[src/rtl/rrf_wb_arbiter.sv]
// rtl/rrf_wb_arbiter.sv - round-robin arbiter sharing two RRF write ports among five writeback sources
// Each source owns a one-entry holding buffer; up to two buffers drain per cycle into registered write ports.
module rrf_wb_arbiter #(
    parameter int NUM_SRC  = 5,
    parameter int RRF_SEL  = 6,
    parameter int DATA_LEN = 32
) (
    input  logic                         clk_i,
    input  logic                         reset_i,
    input  logic                         flush_i,
    input  logic [NUM_SRC-1:0]           wb_valid_i,
    input  logic [NUM_SRC*RRF_SEL-1:0]   wb_rrftag_i,
    input  logic [NUM_SRC*DATA_LEN-1:0]  wb_data_i,
    output logic [NUM_SRC-1:0]           wb_ready_o,
    output logic                         rrf_we0_o,
    output logic [RRF_SEL-1:0]           rrf_tag0_o,
    output logic [DATA_LEN-1:0]          rrf_data0_o,
    output logic                         rrf_we1_o,
    output logic [RRF_SEL-1:0]           rrf_tag1_o,
    output logic [DATA_LEN-1:0]          rrf_data1_o,
    output logic [2:0]                   pending_cnt_o
);

    localparam int PTR_W = (NUM_SRC > 1) ? $clog2(NUM_SRC) : 1;

    logic [NUM_SRC-1:0]  buf_valid_q, buf_valid_d;
    logic [RRF_SEL-1:0]  buf_tag_q  [NUM_SRC];
    logic [RRF_SEL-1:0]  buf_tag_d  [NUM_SRC];
    logic [DATA_LEN-1:0] buf_data_q [NUM_SRC];
    logic [DATA_LEN-1:0] buf_data_d [NUM_SRC];
    logic [PTR_W-1:0]    rr_ptr_q, rr_ptr_d;

    logic                rrf_we0_q, rrf_we0_d;
    logic [RRF_SEL-1:0]  rrf_tag0_q, rrf_tag0_d;
    logic [DATA_LEN-1:0] rrf_data0_q, rrf_data0_d;
    logic                rrf_we1_q, rrf_we1_d;
    logic [RRF_SEL-1:0]  rrf_tag1_q, rrf_tag1_d;
    logic [DATA_LEN-1:0] rrf_data1_q, rrf_data1_d;
    logic [2:0]          pending_cnt_q, pending_cnt_d;

    logic                grant0_vld, grant1_vld;
    logic [PTR_W-1:0]    grant0_idx, grant1_idx;
    logic [PTR_W-1:0]    cand;
    logic [NUM_SRC-1:0]  granted;

    function automatic logic [PTR_W-1:0] wrap_idx(input int base, input int off);
        int sum;
        sum = base + off;
        if (sum >= NUM_SRC) sum = sum - NUM_SRC;
        return PTR_W'(sum);
    endfunction

    // Scan buffers from rr_ptr; the first hit goes to port 0, the second to port 1.
    always_comb begin
        grant0_vld = 1'b0;
        grant1_vld = 1'b0;
        grant0_idx = '0;
        grant1_idx = '0;
        cand       = '0;
        for (int k = 0; k < NUM_SRC; k++) begin
            cand = wrap_idx(int'(rr_ptr_q), k);
            if (buf_valid_q[cand]) begin
                if (!grant0_vld) begin
                    grant0_vld = 1'b1;
                    grant0_idx = cand;
                end else if (!grant1_vld) begin
                    grant1_vld = 1'b1;
                    grant1_idx = cand;
                end
            end
        end
    end

    always_comb begin
        granted = '0;
        if (grant0_vld) granted[grant0_idx] = 1'b1;
        if (grant1_vld) granted[grant1_idx] = 1'b1;
    end

    // Ready depends on registered state only, so there is no valid-to-ready path.
    assign wb_ready_o = ~buf_valid_q | granted;

    always_comb begin
        buf_valid_d = buf_valid_q;
        buf_tag_d   = buf_tag_q;
        buf_data_d  = buf_data_q;
        for (int i = 0; i < NUM_SRC; i++) begin
            if (wb_valid_i[i] && wb_ready_o[i]) begin
                buf_valid_d[i] = 1'b1;
                buf_tag_d[i]   = wb_rrftag_i[i*RRF_SEL +: RRF_SEL];
                buf_data_d[i]  = wb_data_i[i*DATA_LEN +: DATA_LEN];
            end else if (granted[i]) begin
                buf_valid_d[i] = 1'b0;
            end
        end
        if (flush_i) buf_valid_d = '0;
    end

    // On flush the tag/data outputs hold, so flushed contents never reach the ports.
    always_comb begin
        rrf_we0_d   = grant0_vld & ~flush_i;
        rrf_tag0_d  = rrf_tag0_q;
        rrf_data0_d = rrf_data0_q;
        rrf_we1_d   = grant1_vld & ~flush_i;
        rrf_tag1_d  = rrf_tag1_q;
        rrf_data1_d = rrf_data1_q;
        if (grant0_vld && !flush_i) begin
            rrf_tag0_d  = buf_tag_q[grant0_idx];
            rrf_data0_d = buf_data_q[grant0_idx];
        end
        if (grant1_vld && !flush_i) begin
            rrf_tag1_d  = buf_tag_q[grant1_idx];
            rrf_data1_d = buf_data_q[grant1_idx];
        end
    end

    always_comb begin
        rr_ptr_d = rr_ptr_q;
        if (flush_i)         rr_ptr_d = '0;
        else if (grant1_vld) rr_ptr_d = wrap_idx(int'(grant1_idx), 1);
        else if (grant0_vld) rr_ptr_d = wrap_idx(int'(grant0_idx), 1);
    end

    always_comb begin
        pending_cnt_d = '0;
        for (int i = 0; i < NUM_SRC; i++) begin
            pending_cnt_d = pending_cnt_d + {2'b00, buf_valid_d[i]};
        end
    end

    always_ff @(posedge clk_i or negedge reset_i) begin
        if (!reset_i) begin
            buf_valid_q   <= '0;
            rr_ptr_q      <= '0;
            rrf_we0_q     <= 1'b0;
            rrf_tag0_q    <= '0;
            rrf_data0_q   <= '0;
            rrf_we1_q     <= 1'b0;
            rrf_tag1_q    <= '0;
            rrf_data1_q   <= '0;
            pending_cnt_q <= '0;
            for (int i = 0; i < NUM_SRC; i++) begin
                buf_tag_q[i]  <= '0;
                buf_data_q[i] <= '0;
            end
        end else begin
            buf_valid_q   <= buf_valid_d;
            rr_ptr_q      <= rr_ptr_d;
            rrf_we0_q     <= rrf_we0_d;
            rrf_tag0_q    <= rrf_tag0_d;
            rrf_data0_q   <= rrf_data0_d;
            rrf_we1_q     <= rrf_we1_d;
            rrf_tag1_q    <= rrf_tag1_d;
            rrf_data1_q   <= rrf_data1_d;
            pending_cnt_q <= pending_cnt_d;
            for (int i = 0; i < NUM_SRC; i++) begin
                buf_tag_q[i]  <= buf_tag_d[i];
                buf_data_q[i] <= buf_data_d[i];
            end
        end
    end

    assign rrf_we0_o     = rrf_we0_q;
    assign rrf_tag0_o    = rrf_tag0_q;
    assign rrf_data0_o   = rrf_data0_q;
    assign rrf_we1_o     = rrf_we1_q;
    assign rrf_tag1_o    = rrf_tag1_q;
    assign rrf_data1_o   = rrf_data1_q;
    assign pending_cnt_o = pending_cnt_q;

endmodule

[config.mk]
export PLATFORM = sky130hd
export DESIGN_NAME = rrf_wb_arbiter
export DESIGN_NICKNAME = d
export VERILOG_FILES = /design/src/rtl/rrf_wb_arbiter.sv
export SDC_FILE = /design/constraint.sdc
export NUM_CORES = 1
export LEC_CHECK = 0
export BUFFER_PORTS_ARGS = -buffer_cell sky130_fd_sc_hd__buf_2
export CORE_MARGIN = 4
export CORE_UTILIZATION = 40
export DETAILED_ROUTE_END_ITERATION = 10
export PLACE_DENSITY_LB_ADDON = 0.3
export SLEW_MARGIN = 25
export SYNTH_ARGS = -nofsm -noshare
export SYNTH_HDL_FRONTEND = slang
export SYNTH_SLANG_ARGS = --single-unit
[constraint.sdc]
create_clock -name clk_i -period 6.8 [get_ports clk_i]
set_clock_uncertainty 0.1 [all_clocks]
set_input_delay 1.36 -clock clk_i [delete_from_list [all_inputs] [get_ports clk_i]]
set_output_delay 1.36 -clock clk_i [all_outputs]
set_load 0.05 [all_outputs]
==> impl_metrics.ini <==
[final_layout]
fin_nets = 1754
multi_input_area_mm2 = 0.00719
final_common_cell = buf_2
fin_area_mm2 = 0.0178
synthToLayoutAreaGrowth_pct = 20.9
fillers = 3279
mostFrequentLayoutCells = buf_2, dfrtp_1, mux2_2
seqCellArea_mm2 = 0.00698
drive_gt1_share_pct = 37.1

[clock_tree]
cts_tree = built
cts_made_buffers = 34
path_clk_slew_ps = 50
insertion_delay_ps = 540
cts_sinks = 279
cts_root_buf = clkbuf_16
postCtsSetupRepairBufs = 0
htreeDepth = 2
clk_path_buf_depth = 3

[min_path]
hold_class = reg2reg

[synthesis]
avgSynthCellArea_um2 = 11.4
synthArstFlopShare_pct = 100
ys.flop_type = dfrtp_1
netlist_area_mm2 = 0.0147
synth_seq_cells = 279
yosysWarnings = 0
synth_cells = 1292
yosysSeqAreaShare_pct = 47.4
synth_nets = 1506
synth.distinct_cells = 83
synth_edf_count = 0

[timing]
maxSlewViolCount = 0
final_hold_viol_count = 0
fin_setup_tns_ps = 0
worst_pin_slew_ps = 1020
timing.final.ws_setup_ps = 327
fmax_mhz = 154
grt_setup_unrepaired = no
period_share_pct = 95.2
setup_viol = 0
layout_min_cycle_time_ps = 6470
max_slew_margin_pct = 32.3

[grt]
grt_overflow_total = 0
grt_pass1_vias = 12558
antenna_found_initial = 13
groute.usage.overall_pct = 24.7
grt_pass1_wl_um = 75900
grt_max_degree = 101

[setup_path]
end_kind = primary output
r2r-start = rr_ptr_q[0]$_DFFE_PN0P_
arrival_ps = 5010
critPathLaunch = rr_ptr_q[2]$_DFFE_PN0P_
worstSetupPathType = reg2out
crit_required_ps = 5340
crit_path_end = wb_ready_o[0]
worstRegToRegCells = 17
reg2reg_to = pending_cnt_o[1]$_DFF_PN0_
ff2ff_setup_slack_ps = 1070
path_max_fanout = 15
startpoint_type = flip-flop

[detailed_routing]
wl_per_cell_um = 24.9
avgViaCountPerCell = 6.01
drt-initial-drc-count = 909
vias = 12242
post-route-drc-count = 0
detail-route-antenna-nets = 0
wl_um = 50700
dr.pass1.iters = 5

[die]
io_pins = 284
core-area_mm2 = 0.0364
placementRows = 70
die-area_mm2 = 0.0399
die_h_um = 200
start_util_pct = 40.4
die_w_um = 200

[placement]
gp_congestion = 0.915
numPortBuffers = 283
placed_area_mm2 = 0.0166
dpl_worst_slack_ps = 882
hpwl_um = 32200

[status]
status = finished, final reports clean

[flow_run]
drv_cap = 0
[through the flow]
step / instances / hold WS (ps) / util [%]
final: 2036 / 408 / 48.9
after global routing: 2035 / 421 / 48.9
after CTS: 2031 / 412 / 48.7
after detailed placement: 1970 / 399 / 45.5
after global placement: 1970 / 391 / 45.5
after floorplan: 1292 / 381 / -
[registers in the layout, summed over array words and instances (netlist names)]
register	cells
buf_data_q	160
buf_tag_q	30
buf_valid_q	5
pending_cnt_o	3
rr_ptr_q	3
rrf_data0_o	32
rrf_data1_o	32
rrf_tag0_o	6
rrf_tag1_o	6
rrf_we0_o	1
rrf_we1_o	1
[how the worst min path moves through the flow]
stage	end	depth (start not counted)	start	slack [ps]
floorplan	buf_data_q[107]$_DFFE_PN0P_	1	buf_data_q[107]$_DFFE_PN0P_	380
finish	rrf_data0_o[3]$_DFFE_PN0P_	1	rrf_data0_o[3]$_DFFE_PN0P_	410
global placement	rrf_data0_o[22]$_DFFE_PN0P_	1	rrf_data0_o[22]$_DFFE_PN0P_	390
CTS	rrf_data0_o[3]$_DFFE_PN0P_	1	rrf_data0_o[3]$_DFFE_PN0P_	410
detailed placement	buf_data_q[122]$_DFFE_PN0P_	1	buf_data_q[122]$_DFFE_PN0P_	400
global route	rrf_data0_o[1]$_DFFE_PN0P_	1	rrf_data0_o[1]$_DFFE_PN0P_	420
[critical path: stages, from the launching register on]
cell	delay (ps)
dfrtp_1	710
inv_1	150
ha_1	480
a31o_2	310
xnor2_1	400
mux2_2	410
nor2_1	300
xnor2_1	140
a311oi_2	380
nand2_2	260
o32ai_2	460
or2_2	210
buf_2	270
[final cells by class]
cell class / count / area share (%)
flip-flops and latches: 279 / 39.2
repair buffers: 319 / 9.96
clock buffers: 51 / 5.76
multi-input cells: 882 / 40.4
well taps: 468 / 3.29
diodes: 3 / 0.0422
clock inverters: 10 / 0.843
inverters: 24 / 0.506
[what timing repair did]
| item | in CTS | in global routing |
|---|---|---|
| setup endpoints to repair | 0 | 1 |
| gates resized for setup | 0 | 1 |
| hold buffers | 0 | 0 |
| endpoints found under the hold margin | 0 | 0 |
[cells in the mapped netlist, drive strengths merged (23+ instances only)]
library cell,instances,area (um^2)
inv,24,90.1
buf,54,360
clkbuf,53,199
mux2i,23,230
nand2,76,290
a221oi,81,727
a211oi,51,388
a221o,25,250
a21oi,73,377
dfrtp,279,6980
mux2,207,2480
a22oi,39,293
nor2,111,417
[cells by family (layout without fill, tap and decap cells)]
kind of cell,Yosys count,after routing,share of synthesized area [%]
fa+ha+maj,17,17,1.58
mux,231,231,18.6
simple gates,247,247,7.55
flops,279,279,47.4
compound gates,378,378,19.9
buf+inv,131,404,4.41
other cells,0,3,0
xor+xnor,9,9,0.535
[routing by layer]
| layer | vias up | global-route usage (%) | share of wire [%] |
|---|---|---|---|
| met1 | 6197 | 32.3 | 41 |
| li1 | 5402 | - | - |
| met2 | 519 | 40.5 | 48 |
| met4 | 18 | 8.05 | 2.4 |
| met5 | - | 0 | 0.21 |
| met3 | 106 | 6.14 | 7.8 |
Power is left out: the tool's default activity adds up to more than one toggle a clock period on the data nets, which glitch-free logic cannot reach.
